### src/rtl/instr_fetch_pkg.sv
// instr_fetch_pkg: shared default widths, reset vector and branch-kind encodings for the fetch unit
package instr_fetch_pkg;
    localparam int DEF_ADDR_SIZE    = 11;
    localparam int DEF_RAM_WIDTH    = 22;
    localparam int DEF_STACK_DEPTH  = 8;
    localparam int DEF_RESET_VECTOR = 0;
    typedef enum logic [1:0] {
        BR_JMP  = 2'b00,
        BR_REL  = 2'b01,
        BR_CALL = 2'b10,
        BR_RET  = 2'b11
    } br_kind_e;
endpackage

### src/rtl/instr_fetch_if.sv
// instr_fetch_if: redirect inputs, program-memory bus and fetched-instruction outputs; slave = fetch unit, master = its environment
interface instr_fetch_if
    import instr_fetch_pkg::*;
#(
    parameter int ADDR_SIZE = DEF_ADDR_SIZE,
    parameter int RAM_WIDTH = DEF_RAM_WIDTH
);
    logic                 stall;
    logic                 br_valid;
    logic [1:0]           br_kind;
    logic [ADDR_SIZE-1:0] br_target;
    logic [ADDR_SIZE-1:0] br_pc;
    logic [ADDR_SIZE-1:0] mem_addr;
    logic                 mem_rd_enb;
    logic [RAM_WIDTH-1:0] mem_data;
    logic [RAM_WIDTH-1:0] instr;
    logic [ADDR_SIZE-1:0] instr_pc;
    logic                 instr_valid;
    logic                 stack_ovf;
    logic                 stack_unf;
    modport slave (
        input  stall, br_valid, br_kind, br_target, br_pc, mem_data,
        output mem_addr, mem_rd_enb, instr, instr_pc, instr_valid, stack_ovf, stack_unf
    );
    modport master (
        output stall, br_valid, br_kind, br_target, br_pc, mem_data,
        input  mem_addr, mem_rd_enb, instr, instr_pc, instr_valid, stack_ovf, stack_unf
    );
endinterface

### src/rtl/instr_fetch_call_stack.sv
// call_stack: synchronous LIFO return stack; push/pop with din/dout, full/empty flags, push-when-full and pop-when-empty ignored
module call_stack #(
    parameter int DEPTH = 8,
    parameter int WIDTH = 11
) (
    input  logic             clk,
    input  logic             rst,
    input  logic             push,
    input  logic             pop,
    input  logic [WIDTH-1:0] din,
    output logic [WIDTH-1:0] dout,
    output logic             full,
    output logic             empty
);
    localparam int CW = $clog2(DEPTH + 1);
    localparam int IW = DEPTH > 1 ? $clog2(DEPTH) : 1;
    logic [WIDTH-1:0] mem_q [DEPTH];
    logic [WIDTH-1:0] mem_d [DEPTH];
    logic [CW-1:0]    cnt_q, cnt_d;
    logic [IW-1:0]    top_idx;
    assign top_idx = IW'(cnt_q - CW'(1));
    assign full    = cnt_q == CW'(DEPTH);
    assign empty   = cnt_q == '0;
    assign dout    = mem_q[top_idx];
    always_comb begin
        mem_d = mem_q;
        cnt_d = cnt_q;
        if (push && !full) begin
            mem_d[IW'(cnt_q)] = din;
            cnt_d = cnt_q + CW'(1);
        end else if (pop && !empty) begin
            cnt_d = cnt_q - CW'(1);
        end
    end
    always_ff @(posedge clk) begin
        mem_q <= mem_d;
        cnt_q <= rst ? '0 : cnt_d;
    end
endmodule

### src/rtl/instr_fetch.sv
// instr_fetch: PC sequencer with redirects and return stack; clk/rst plus bus (stall, br_*, mem_*, instr*, stack flags)
module instr_fetch
    import instr_fetch_pkg::*;
#(
    parameter int ADDR_SIZE    = DEF_ADDR_SIZE,
    parameter int RAM_WIDTH    = DEF_RAM_WIDTH,
    parameter int STACK_DEPTH  = DEF_STACK_DEPTH,
    parameter int RESET_VECTOR = DEF_RESET_VECTOR
) (
    input logic          clk,
    input logic          rst,
    instr_fetch_if.slave bus
);
    localparam logic [ADDR_SIZE-1:0] RV = ADDR_SIZE'(RESET_VECTOR);
    logic [ADDR_SIZE-1:0] pc_q, pc_d, instr_pc_q, instr_pc_d, rel, tgt, stk_dout;
    logic valid_q, valid_d, ovf_q, ovf_d, unf_q, unf_d;
    logic rd, push, pop, stk_full, stk_empty;
    call_stack #(.DEPTH(STACK_DEPTH), .WIDTH(ADDR_SIZE)) u_stack (
        .clk   (clk),
        .rst   (rst),
        .push  (push),
        .pop   (pop),
        .din   (bus.br_pc + ADDR_SIZE'(1)),
        .dout  (stk_dout),
        .full  (stk_full),
        .empty (stk_empty)
    );
    always_comb begin
        rd   = !rst && !bus.stall && !bus.br_valid;
        push = bus.br_valid && bus.br_kind == BR_CALL;
        pop  = bus.br_valid && bus.br_kind == BR_RET;
        // unsigned add wraps identically to a signed offset modulo 2^ADDR_SIZE
        rel  = bus.br_pc + bus.br_target;
        tgt  = bus.br_kind == BR_JMP ? bus.br_target :
               bus.br_kind == BR_RET ? (stk_empty ? RV : stk_dout) : rel;
        pc_d       = bus.br_valid ? tgt : rd ? pc_q + ADDR_SIZE'(1) : pc_q;
        instr_pc_d = rd ? pc_q : instr_pc_q;
        valid_d    = bus.br_valid ? 1'b0 : rd ? 1'b1 : valid_q;
        ovf_d      = ovf_q || (push && stk_full);
        unf_d      = unf_q || (pop && stk_empty);
    end
    always_ff @(posedge clk) begin
        if (rst) begin
            pc_q       <= RV;
            instr_pc_q <= '0;
            valid_q    <= 1'b0;
            ovf_q      <= 1'b0;
            unf_q      <= 1'b0;
        end else begin
            pc_q       <= pc_d;
            instr_pc_q <= instr_pc_d;
            valid_q    <= valid_d;
            ovf_q      <= ovf_d;
            unf_q      <= unf_d;
        end
    end
    assign bus.mem_addr    = pc_q;
    assign bus.mem_rd_enb  = rd;
    assign bus.instr       = bus.mem_data;
    assign bus.instr_pc    = instr_pc_q;
    assign bus.instr_valid = valid_q;
    assign bus.stack_ovf   = ovf_q;
    assign bus.stack_unf   = unf_q;
endmodule

### src/flat_wrapper.sv
// flat-port wrapper written by rule: the top's interface ports become plain ports
module instr_fetch_flat import instr_fetch_pkg::*;
#(
    parameter int ADDR_SIZE    = DEF_ADDR_SIZE,
    parameter int RAM_WIDTH    = DEF_RAM_WIDTH,
    parameter int STACK_DEPTH  = DEF_STACK_DEPTH,
    parameter int RESET_VECTOR = DEF_RESET_VECTOR
)
  (clk, rst, bus_stall, bus_br_valid, bus_br_kind, bus_br_target, bus_br_pc, bus_mem_data, bus_mem_addr, bus_mem_rd_enb, bus_instr, bus_instr_pc, bus_instr_valid, bus_stack_ovf, bus_stack_unf);
  instr_fetch_if #(.ADDR_SIZE(ADDR_SIZE), .RAM_WIDTH(RAM_WIDTH)) bus_i ();
  input logic clk;
  input logic rst;
  input wire logic [$bits(bus_i.stall)-1:0] bus_stall;
  input wire logic [$bits(bus_i.br_valid)-1:0] bus_br_valid;
  input wire logic [$bits(bus_i.br_kind)-1:0] bus_br_kind;
  input wire logic [$bits(bus_i.br_target)-1:0] bus_br_target;
  input wire logic [$bits(bus_i.br_pc)-1:0] bus_br_pc;
  input wire logic [$bits(bus_i.mem_data)-1:0] bus_mem_data;
  output wire logic [$bits(bus_i.mem_addr)-1:0] bus_mem_addr;
  output wire logic [$bits(bus_i.mem_rd_enb)-1:0] bus_mem_rd_enb;
  output wire logic [$bits(bus_i.instr)-1:0] bus_instr;
  output wire logic [$bits(bus_i.instr_pc)-1:0] bus_instr_pc;
  output wire logic [$bits(bus_i.instr_valid)-1:0] bus_instr_valid;
  output wire logic [$bits(bus_i.stack_ovf)-1:0] bus_stack_ovf;
  output wire logic [$bits(bus_i.stack_unf)-1:0] bus_stack_unf;
  assign bus_i.stall = bus_stall;
  assign bus_i.br_valid = bus_br_valid;
  assign bus_i.br_kind = bus_br_kind;
  assign bus_i.br_target = bus_br_target;
  assign bus_i.br_pc = bus_br_pc;
  assign bus_i.mem_data = bus_mem_data;
  assign bus_mem_addr = bus_i.mem_addr;
  assign bus_mem_rd_enb = bus_i.mem_rd_enb;
  assign bus_instr = bus_i.instr;
  assign bus_instr_pc = bus_i.instr_pc;
  assign bus_instr_valid = bus_i.instr_valid;
  assign bus_stack_ovf = bus_i.stack_ovf;
  assign bus_stack_unf = bus_i.stack_unf;
  instr_fetch #(.ADDR_SIZE(ADDR_SIZE), .RAM_WIDTH(RAM_WIDTH), .STACK_DEPTH(STACK_DEPTH), .RESET_VECTOR(RESET_VECTOR)) u_core (.clk(clk), .rst(rst), .bus(bus_i));
endmodule
### config.mk
export PLATFORM = sky130hd
export DESIGN_NAME = instr_fetch_flat
export DESIGN_NICKNAME = d
export VERILOG_FILES = /design/src/rtl/instr_fetch_pkg.sv /design/src/rtl/instr_fetch_if.sv /design/src/rtl/instr_fetch_call_stack.sv /design/src/rtl/instr_fetch.sv /design/src/flat_wrapper.sv
export SDC_FILE = /design/constraint.sdc
export NUM_CORES = 1
export LEC_CHECK = 0
export ABC_AREA = 1
export CAP_MARGIN = 0
export CORE_MARGIN = 3
export CORE_UTILIZATION = 39
export DETAILED_ROUTE_END_ITERATION = 16
export MAX_ROUTING_LAYER = met4
export SKIP_CTS_REPAIR_TIMING = 1
export SYNTH_ARGS = -nofsm -noshare
export SYNTH_HDL_FRONTEND = slang
export SYNTH_SLANG_ARGS = --single-unit
### constraint.sdc
create_clock -name clk -period 4.1 [get_ports clk]
set_clock_uncertainty 0.15 [all_clocks]
set_input_delay 0.82 -clock clk [delete_from_list [all_inputs] [get_ports clk]]
set_output_delay 0.82 -clock clk [all_outputs]
set_load 0.01 [all_outputs]
# --- Word level (Yosys, flattened, before mapping) ---
# Cells that the tools add are included.
totals:
  reg_bits: 117
  out_inout_bits: 48
op_classes:
  bitwise: 2
  n_addsub: 5
  muxes: 13
  n_reduce_logical: 21
  n_eq_ne: 3
  magnitude_cmp: 3
ops:
  columns: ["operator", "count"]
  rows:
  - ["bitwise mux 88 bit", 1]
  - ["2-to-1 mux 11 bit", 8]
  - ["binary-select mux 11 bit (select 3 bit)", 1]
  - ["demux 11 bit (select 3 bit)", 1]
  - ["adder 11 x 1 -> 11 bit (second input constant)", 2]
  - ["adder 11 bit", 1]
  - ["logical AND 1 bit", 9]
  - [">= comparator 4 bit (second input constant)", 2]
  - ["2-to-1 mux 4 bit", 2]
  - ["NOT 3 -> 4 bit", 2]
  - ["zero test 1 bit", 5]
  - ["adder 4 x 1 -> 4 bit (second input constant)", 1]
  - ["equality test 2 bit (second input constant)", 2]
  - ["equality test 4 bit (second input constant)", 1]
  - ["zero test 4 bit", 1]
  - ["< comparator 4 x 1 -> 1 bit (second input constant)", 1]
  - ["nonzero test 2 bit", 2]
  - ["subtractor 4 x 1 -> 4 bit (second input constant)", 1]
  - ["zero test 2 bit", 1]
  - ["logical OR 1 bit", 2]
  - ["OR reduction 2 bit", 1]

# --- Depth between registers and ports, before layout ---
# Gate-level depths: netlist of run 1.
depth:
  word_depth: 9
  mapped_depth: 14
  ltp_nobuf: 13

# --- By module ---
# From an unflattened synthesis of run 1, not the netlist that was laid out.
hier_totals:
  hier_cells: 681
  hier_area_um2: 6177.2
modules_own_cells:
  columns: ["mod", "n_inst", "area_per_inst_um2", "cells_each"]
  rows:
  - ["call_stack", 1, 3848.7, 322]
  - ["instr_fetch", 1, 2328.5, 359]

# --- Least setup slack after synthesis of run 1 ---
# Ideal clock, no wire load.
synth_path:
  path_type: "register -> register"
  startpoint: "reg u_core.u_stack.cnt_q[0]"
  endpoint: "reg u_core.u_stack.mem_q[66] (netlist bit), enable pin"
  arrival_time_ns: 2.127
  stages_incl_launch_ff: 8
  synth_period_minus_slack_ns: 2.670
  setup_ns: 0.393
  path_buffers: 2
  t_required_ns: 3.557
  slack_ns: 1.430
  path_cell_list: "dfxtp_1 inv_2 buf_4 buf_6 ha_1 a31oi_4 nand2_2 nor3_1"
synth_between:
  elab_chain_len: 3
synth_rtl:
  columns: ["item", "line_no", "source"]
  rows:
  - ["start: declaration", "instr_fetch_call_stack.sv:19", "logic [CW-1:0] cnt_q, cnt_d;"]
  - ["start signal: assignment", "instr_fetch_call_stack.sv:37", "cnt_q <= rst ? '0 : cnt_d;"]
  - ["equality test 4 bit", "instr_fetch_call_stack.sv:22", "assign full = cnt_q == CW'(DEPTH);"]
  - ["zero test 1 bit", "instr_fetch_call_stack.sv:28", "if (push && !full) begin"]
  - ["logical AND 1 bit", "instr_fetch_call_stack.sv:28", null]
  - ["end signal: assignment", "instr_fetch_call_stack.sv:36", "mem_q <= mem_d;"]
  - ["end: declaration", "instr_fetch_call_stack.sv:17", "logic [WIDTH-1:0] mem_q [DEPTH];"]
# No other way between the ends.
# A chain may end at the register's enable or synchronous reset.

# --- Worst setup path in the final report of run 1 ---
layout_path:
  startpoint: "in rst"
  endpoint: "out bus_mem_rd_enb"
layout_between:
  elab_chain_len: 3
layout_rtl:
  columns: ["item", "line_no", "source"]
  rows:
  - ["start: declaration", "flat_wrapper.sv:12", "input logic rst;"]
  - ["zero test 1 bit", "instr_fetch.sv:29", "rd = !rst && !bus.stall && !bus.br_valid;"]
  - ["logical AND 1 bit (2 in series)", "instr_fetch.sv:29", null]
  - ["end: declaration", "flat_wrapper.sv:20", "output wire logic [$bits(bus_i.mem_rd_enb)-1:0] bus_mem_rd_enb;"]
# No other way between the ends.

==> impl_table.tex, run 1 <==
\begin{tabular}{lr}
\hline
Metric & Value \\
\hline
\multicolumn{2}{l}{\textbf{Worst hold path}} \\
Worst-case hold path end point & u\_core.bus.instr\_pc[4] \\
Hold Path Class & reg2reg \\
Worst hold stages & 2 \\
Worst hold start & u\_core.bus.instr\_pc[4] \\
\multicolumn{2}{l}{\textbf{Final layout}} \\
Fill cell instance count of the final layout & approximately 1400 \\
Area of combinational cells with multiple inputs & $\sim$2300 um2 \\
Layout overhead on the synthesized area & 18.01\% \\
Core occupancy in the finished layout & between 40\% and 50\% \\
Layout Cells excl Fill & slightly above 900 \\
Ratio of cells with drive above 1 in the final layout & 8.743\% \\
Reg area & $\sim$3200 um2 \\
Final \#Nets & between 700 and 800 \\
Count of antenna diodes in the layout & 0 \\
\multicolumn{2}{l}{\textbf{Logic synthesis}} \\
Parity-gate share of the synthesized area counting xor and xnor cells & under 10\% \\
Share of synthesized area spent on multiplexers & 0\% \\
Most frequent cells after synthesis & sky130\_fd\_sc\_hd\_\_nand2\_1 (129), sky130\_fd\_sc\_hd\_\_nor2\_1 (115), sky130\_fd\_sc\_hd\_\_edfxtp\_1 (88) \\
Synthesis-stage register bit count & around 120 \\
Synthesized area divided by synthesized cell count & about 9.0 um2 \\
Post-Synthesis Net Count & 744 \\
Number of library cell types mapped by synthesis & 36 \\
Count of flip-flops with a built-in enable after synthesis & between 80 and 90 \\
Area share of the largest cell type after synthesis & 43.47\% \\
Arithmetic-cell share of the synthesized area counting full adders, half adders and majority gates & under 10\% \\
Most used standard cell by instance count after synthesis & sky130\_fd\_sc\_hd\_\_nand2\_1 \\
Count of synthesis-stage warnings from yosys & 0 \\
Post-Synth Simple-Gate Area & between 20\% and 30\% \\
Synth Flop Type & sky130\_fd\_sc\_hd\_\_edfxtp\_1 \\
Cell types occupying the most area after synthesis & sky130\_fd\_sc\_hd\_\_edfxtp\_1 (43\%), sky130\_fd\_sc\_hd\_\_dfxtp\_1 (9.6\%), sky130\_fd\_sc\_hd\_\_nand2\_1 (8.0\%) \\
Largest family of logic cells by synthesized area & simple AND/OR/NAND/NOR gates \\
Post-Synthesis Cell Area & between 6000 and 7000 um2 \\
Post-Syn Instances & 679 \\
Sequential fraction of the synthesis area & 53.03\% \\
Compound-cell area share of the yosys netlist & roughly a tenth \\
Fraction of registers with async set or reset after synthesis & 0\% \\
Leading area contributor after synthesis & sky130\_fd\_sc\_hd\_\_edfxtp\_1 \\
\multicolumn{2}{l}{\textbf{Critical path}} \\
Critical path class & in2out \\
Data required time at the worst endpoint & between 3000 and 4000 ps \\
Beginning of the worst register-to-register path & u\_core.u\_stack.cnt\_q[1] \\
CP Data Arrival Time & 2510 ps \\
Crit path largest cell delay & $\sim$560 ps \\
Ordered list of cells on the worst path & clkdlybuf4s50\_1, inv\_2, nand2\_1, nor2\_1, clkdlybuf4s50\_1 \\
Depth of the worst register-to-register path & 11 \\
Crit Path Max Fanout & 25 \\
Worst setup SP type & input pin \\
R2R setup slack & between 1500 and 2000 ps \\
Crit path capture type & primary output \\
Critical register-to-register path endpoint & u\_core.bus.mem\_addr[6] \\
Critical-path top delay cell & sky130\_fd\_sc\_hd\_\_clkdlybuf4s50\_1 \\
Cell with the most instances on the worst path & sky130\_fd\_sc\_hd\_\_clkdlybuf4s50\_1 \\
\multicolumn{2}{l}{\textbf{STA}} \\
Slew Limit Fails & 0 \\
Minimum period implied by the final worst setup slack & around 3500 ps \\
Minimum hold slack & roughly 330 ps \\
Final critical-path share of the clock period & a little over four fifths \\
Final setup TNS & 0 ps \\
Worst slew slack as a fraction of its limit & between 30\% and 40\% \\
Highest clock rate & between 200 and 300 MHz \\
\# setup viols final & 0 \\
Hold violation total from the final report & 0 \\
Pin slew with the least headroom to its limit & approximately 990 ps \\
RSZ-0062 raised after global routing & false \\
\multicolumn{2}{l}{\textbf{Global routing}} \\
Total congestion overflow after global routing & 0 \\
Maximum number of pins on one net before global-route repair & slightly below 50 \\
Total global routing track utilization & 18.80\% \\
Vias in the first global route & approximately 4500 \\
Initial antenna violation count & 0 \\
First-pass GRT wire length & between 20000 and 25000 um \\
\multicolumn{2}{l}{\textbf{Floorplan}} \\
Vertical die dimension & 130.8 um \\
Initial core utilization & between 30\% and 40\% \\
Placeable Area & about 15000 um2 \\
Total I/O pin count & 98 \\
Row cnt & 45 \\
Die area & around 17000 um2 \\
Chip Width & 130.8 um \\
\multicolumn{2}{l}{\textbf{Placement}} \\
Number of placed instances, taps included & roughly 890 \\
Detailed-placement wirelength estimate & 10560 um \\
Routability congestion estimate & slightly below 0.9 \\
\# port buffers & 53 \\
\multicolumn{2}{l}{\textbf{Power and ir drop}} \\
Static power due to leakage & 2.765 nW \\
Clock power share & a little over two fifths \\
IR Drop Worst-Case VDD & about 0.36 mV \\
Internal Dissipation & approximately 2.3 mW \\
Tot Pwr & roughly 3.1 mW \\
Share of total power in sequential cells & between 40\% and 50\% \\
Switching power share of the total & about a quarter \\
Logic gate share of total power & $\sim$14\% \\
Switching pwr & 0.8369 mW \\
Power Density & $\sim$440 nW/um2 \\
\multicolumn{2}{l}{\textbf{Clock tree}} \\
CTS tree & done \\
H-tree lvl count & 4 \\
CTS clock-pin slew for the worst setup and hold paths & 60 ps \\
Deepest clock path buffer count & 2 \\
Number of clock sinks seen by CTS & between 100 and 150 \\
CTS Buf Count & 17 \\
Master cell of the clock root buffer & sky130\_fd\_sc\_hd\_\_clkbuf\_16 \\
Clock latency on the worst-skew pair & 400 ps \\
\multicolumn{2}{l}{\textbf{Detailed routing}} \\
Via total after detailed routing & about 4700 \\
Remaining DRCs & 0 \\
Post-DRT Antenna Nets & 0 \\
First-pass iteration count of the detailed router & 4 \\
Routed vias/inst & 5.141 \\
Average detailed-routed wire length per instance & $\sim$17 um \\
Detailed Route WL & approximately 15000 um \\
Violation count after the first detailed-route iteration & between 300 and 400 \\
\multicolumn{2}{l}{\textbf{Run}} \\
\# Max-Cap Violations & 0 \\
\multicolumn{2}{l}{\textbf{Run status}} \\
Run status & completed \\
\hline
\end{tabular}
-- final cells by class --
class,instances,share of cell area [%]
Clock buffer,18,5.983
Clock inverter,13,1.779
Inverter,54,2.861
Multi-Input combinational cell,460,31.99
Sequential cell,117,44.93
Tap cell,188,3.279
Timing Repair Buffer,70,9.175
-- worst max-delay path by stage --
| stage | start | end | cells past startpoint |
|---|---|---|---|
| detailed placement | rst | bus_mem_rd_enb | 5 |
| global route | rst | bus_mem_rd_enb | 5 |
| floorplan | u_core.u_stack.cnt_q[0] | u_core.u_stack.mem_q[66] | 7 |
| finish | rst | bus_mem_rd_enb | 5 |
| global placement | rst | bus_mem_rd_enb | 5 |
| CTS | rst | bus_mem_rd_enb | 5 |
-- logic make-up (layout without fill, tap and decap cells) --
logic type | Yosys count | in the layout
AO/OA/AOI/OAI | 109 | 109
XOR/XNOR | 17 | 17
buffers and inverters | 102 | 155
flip-flops | 117 | 117
adder cells (fa/ha/maj) | 15 | 15
AND/OR/NAND/NOR | 319 | 319
-- routing by layer --
layer,vias to the layer above,wire [um],global-route usage (%)
met5,-,0,-
met4,0,382,7.381
met3,28,845,4.024
met2,148,6943,27.20
met1,2203,7011,25.91
li1,2351,-,-
-- critical path, delay by kind of cell --
family,cells,cell delay [ps]
simple gates,2,270
buf+inv,3,1410
-- per-stage QoR --
stage	setup WS (ps)	cell area (um2)
after detailed placement	607.2	6616
after floorplan	1430	6078
final	623.6	7173
after global routing	461.0	7173
after CTS	599.1	7173
after global placement	628.1	6616
-- layout by cell type (no fill, tap or decap), drive strengths merged --
master,count
o211ai,12
or2,1
a31oi,3
bufinv,1
clkinv,9
nand4,5
a21oi,28
ha,14
nand3b,2
buf,17
o21ai,61
xor2,10
o22ai,2
nand3,58
clkinvlp,2
clkdlybuf4s50,53
nor2,118
inv,55
edfxtp,88
fa,1
clkbuf,18
nor3,4
nand2,130
nor3b,1
o221ai,3
xnor2,7
dfxtp,29
-- state kept, by name, summed over array words and instances, names as in the netlist --
| signal | flops |
|---|---|
| u_core.u_stack.mem_q | 88 |
| u_core.bus.instr_pc | 11 |
| u_core.bus.mem_addr | 11 |
| u_core.u_stack.cnt_q | 4 |
| u_core.bus.instr_valid | 1 |
| u_core.bus.stack_ovf | 1 |
| u_core.bus.stack_unf | 1 |
-- power by group through the flow --
stage	Combinational, mW	Sequential (mW)	Clock, mW
4_1_cts	0.457	1.33	1.39
5_1_grt	0.510	1.33	1.44
3_5_place_dp	0.454	1.35	0
6_report	0.456	1.33	1.37
3_3_place_gp	0.450	1.35	0
2_1_floorplan	0.322	1.35	0
No activity file was read; power rests on OpenSTA's default activity.
==> inputs of run 2 (changes only) <==
Clock period 4.1 ns to 3.1 ns, I/O delays scaled along.
==> run 2 against run 1 <==
Largest power group unchanged. Critical endpoint unchanged. Non-clock buffer count rose by 5. Critical path type unchanged. Total power increased by 36%. Largest cell class unchanged. Worst setup slack lost 310 ps. Via count grew 0.85%.
==> impl_table.tex, run 2 (synthesis gave the netlist of run 1 again) <==
\begin{tabular}{lr}
\hline
Metric & Value \\
\hline
\multicolumn{2}{l}{\textbf{Critical path}} \\
Data required time at the worst endpoint & 2330 ps (-800 ps) \\
Ordered list of cells on the worst path & clkdlybuf4s50\_1, inv\_1, nand2\_1, nor2\_1, clkdlybuf4s50\_1 \\
Worst setup SP type & input pin \\
Crit path capture type & primary output \\
Cell family with most CP delay & buffers and inverters \\
Critical-path top delay cell & sky130\_fd\_sc\_hd\_\_clkdlybuf4s50\_1 \\
CP Data Arrival Time & 2010 ps (-500 ps) \\
Cell with the most instances on the worst path & sky130\_fd\_sc\_hd\_\_clkdlybuf4s50\_1 \\
Critical path class & in2out \\
Crit path largest cell delay & 560 ps (about the same) \\
Crit path buffers/inverters & 3 (unchanged) \\
Crit Path Max Fanout & 5 (-80\%) \\
\multicolumn{2}{l}{\textbf{Clock tree}} \\
CTS Buf Count & 17 (unchanged) \\
H-tree lvl count & 4 (unchanged) \\
Clock latency on the worst-skew pair & 410 ps (about the same) \\
CTS tree & done \\
Master cell of the clock root buffer & sky130\_fd\_sc\_hd\_\_clkbuf\_16 \\
Deepest clock path buffer count & 2 (unchanged) \\
Number of clock sinks seen by CTS & 117 (unchanged) \\
CTS clock-pin slew for the worst setup and hold paths & 60 ps (about the same) \\
\multicolumn{2}{l}{\textbf{Final layout}} \\
Fill cell instance count of the final layout & 1426 (+0.28\%) \\
Layout overhead on the synthesized area & 18.98\% \\
Final \#Nets & 790 (+0.64\%) \\
Ratio of cells with drive above 1 in the final layout & 9.350\% (+0.61 points) \\
Most used cells in the layout excluding fill and tap cells & sky130\_fd\_sc\_hd\_\_nand2\_1 (129), sky130\_fd\_sc\_hd\_\_nor2\_1 (115), sky130\_fd\_sc\_hd\_\_edfxtp\_1 (88) \\
Most common cell after layout, fill and taps aside & sky130\_fd\_sc\_hd\_\_nand2\_1 \\
Largest register FFs & 88 (unchanged) \\
Post-route cell area & 7232 um2 (+0.82\%) \\
Register ranked first by flip-flop count & u\_core.u\_stack.mem\_q \\
Count of antenna diodes in the layout & 0 (unchanged) \\
\multicolumn{2}{l}{\textbf{STA}} \\
Minimum hold slack & 326.4 ps (-0.6640 ps) \\
Pin slew with the least headroom to its limit & 634.7 ps (-358.7 ps) \\
Hold violation total from the final report & 0 (unchanged) \\
Final critical-path share of the clock period & about 90\% \\
Minimum period implied by the final worst setup slack & about 2800 ps \\
Worst Setup Slack, final & 315.4 ps (-308.3 ps) \\
Worst slew slack as a fraction of its limit & 57.54\% (+24 points) \\
Final setup TNS & 0 ps (unchanged) \\
\# setup viols final & 0 (unchanged) \\
Highest clock rate & roughly 360 MHz \\
Slew Limit Fails & 0 (unchanged) \\
RSZ-0062 raised after global routing & false \\
\multicolumn{2}{l}{\textbf{Detailed routing}} \\
Post-DRT Antenna Nets & 0 (unchanged) \\
Remaining DRCs & 0 (unchanged) \\
Average detailed-routed wire length per instance & 16.96 um (+2.8\%) \\
Violation count after the first detailed-route iteration & 355 (-3.3\%) \\
Via total after detailed routing & 4770 (+0.85\%) \\
First-pass iteration count of the detailed router & 5 (+1) \\
Detailed Route WL & 15700 um (+3.4\%) \\
Routed vias/inst & 5.151 (+0.19\%) \\
\multicolumn{2}{l}{\textbf{Worst hold path}} \\
Hold Path Class & reg2reg \\
\multicolumn{2}{l}{\textbf{Floorplan}} \\
Vertical die dimension & 130.8 um (unchanged) \\
Placeable Area & 15200 um2 (unchanged) \\
Die area & 17120 um2 (unchanged) \\
Total I/O pin count & 98 (unchanged) \\
Row cnt & 45 (unchanged) \\
Chip Width & 130.8 um (unchanged) \\
Initial core utilization & 39.98\% (unchanged) \\
\multicolumn{2}{l}{\textbf{Power and ir drop}} \\
Internal Dissipation & 3.142 mW (+36\%) \\
Share of total power in sequential cells & 41.1\% (-1.1 points) \\
Switching pwr & 1.130 mW (+35\%) \\
Static power due to leakage & 2.795 nW (+1.1\%) \\
IR Drop Worst-Case VDD & 0.4385 mV (+21\%) \\
Logic gate share of total power & 14.4\% (about the same) \\
Clock power share & 44.5\% (+1.1 points) \\
Power Density & 590.6 nW/um2 (+35\%) \\
Switching power share of the total & 26.45\% (-0.12 points) \\
\multicolumn{2}{l}{\textbf{Global routing}} \\
Initial antenna violation count & 0 (unchanged) \\
Vias in the first global route & 4417 (-1.2\%) \\
Total congestion overflow after global routing & 0 (unchanged) \\
Total global routing track utilization & 19.45\% (+0.65 points) \\
First-pass GRT wire length & 24280 um (+2.7\%) \\
Maximum number of pins on one net before global-route repair & 49 (unchanged) \\
\multicolumn{2}{l}{\textbf{Placement}} \\
Total placed instance area & 6654 um2 (+0.57\%) \\
Routability congestion estimate & 0.8828 (about the same) \\
Worst slack at placement & 178.5 ps (-428.7 ps) \\
Detailed-placement wirelength estimate & 10690 um (+1.2\%) \\
\# port buffers & 53 (unchanged) \\
\multicolumn{2}{l}{\textbf{Run status}} \\
Run status & completed \\
\multicolumn{2}{l}{\textbf{Run}} \\
\# Max-Cap Violations & 0 (unchanged) \\
\hline
\end{tabular}
run 2: cell count changes in the layout (fill, tap and decap cells not counted), sizes merged:
| cell | delta |
|---|---|
| buf | +5 |
| clkinv | -2 |
| inv | +2 |
| bufinv | +1 |
| clkbuf | -1 |
| clkinvlp | +1 |
run 2: metrics by stage:
step	std cells	total power [mW]	util (%)
detailed placement	894	2.400	43.77
CTS	926	4.297	47.57
global route	926	4.440	47.57
finish	926	4.271	47.57
global placement	894	2.396	43.77
floorplan	679	2.214	-
run 2: final timing paths:
kind,startpoint,end,slack (ps),cells past startpoint
setup reg to reg,u_core.u_stack.cnt_q[1],u_core.bus.mem_addr[5],800,11
hold reg to reg,u_core.bus.instr_pc[10],u_core.bus.instr_pc[10],330,2
hold / removal,u_core.bus.instr_pc[10],u_core.bus.instr_pc[10],330,2
setup / recovery,bus_br_valid,bus_mem_rd_enb,320,5
run 2: cell type report:
class / instances / area (um2) / area share (%)
clock buffer: 17 / 425.4 / 5.882
clock inverter: 15 / 152.6 / 2.111
inverter: 54 / 205.2 / 2.837
multi-input combinational: 460 / 2295 / 31.73
sequential: 117 / 3223 / 44.57
tap: 188 / 235.2 / 3.253
timing repair buffer: 75 / 695.7 / 9.619
run 2: power groups by stage:
stage | registers [mW] | logic, mW | clock network [mW]
after floorplan | 1.79 | 0.426 | 0
after global placement | 1.79 | 0.609 | 0
after detailed placement | 1.79 | 0.612 | 0
after CTS | 1.76 | 0.615 | 1.93
after global routing | 1.76 | 0.685 | 2.00
final | 1.76 | 0.616 | 1.90
run 2: per-layer routing:
| metal | vias to the layer above | wire, um | track usage, % |
|---|---|---|---|
| met3 | 37 | 878 | 4.350 |
| met1 | 2211 | 7373 | 26.85 |
| met5 | - | 0 | - |
| met4 | 0 | 432 | 8.469 |
| met2 | 155 | 7018 | 27.50 |
| li1 | 2367 | - | - |
run 2: worst reg2reg max path: cells and delay by family, from the launching register on:
family / cells / cell delay, ps
simple gates: 5 / 590
buf+inv: 3 / 560
flops: 1 / 400
fa+ha+maj: 1 / 300
compound gates: 2 / 230
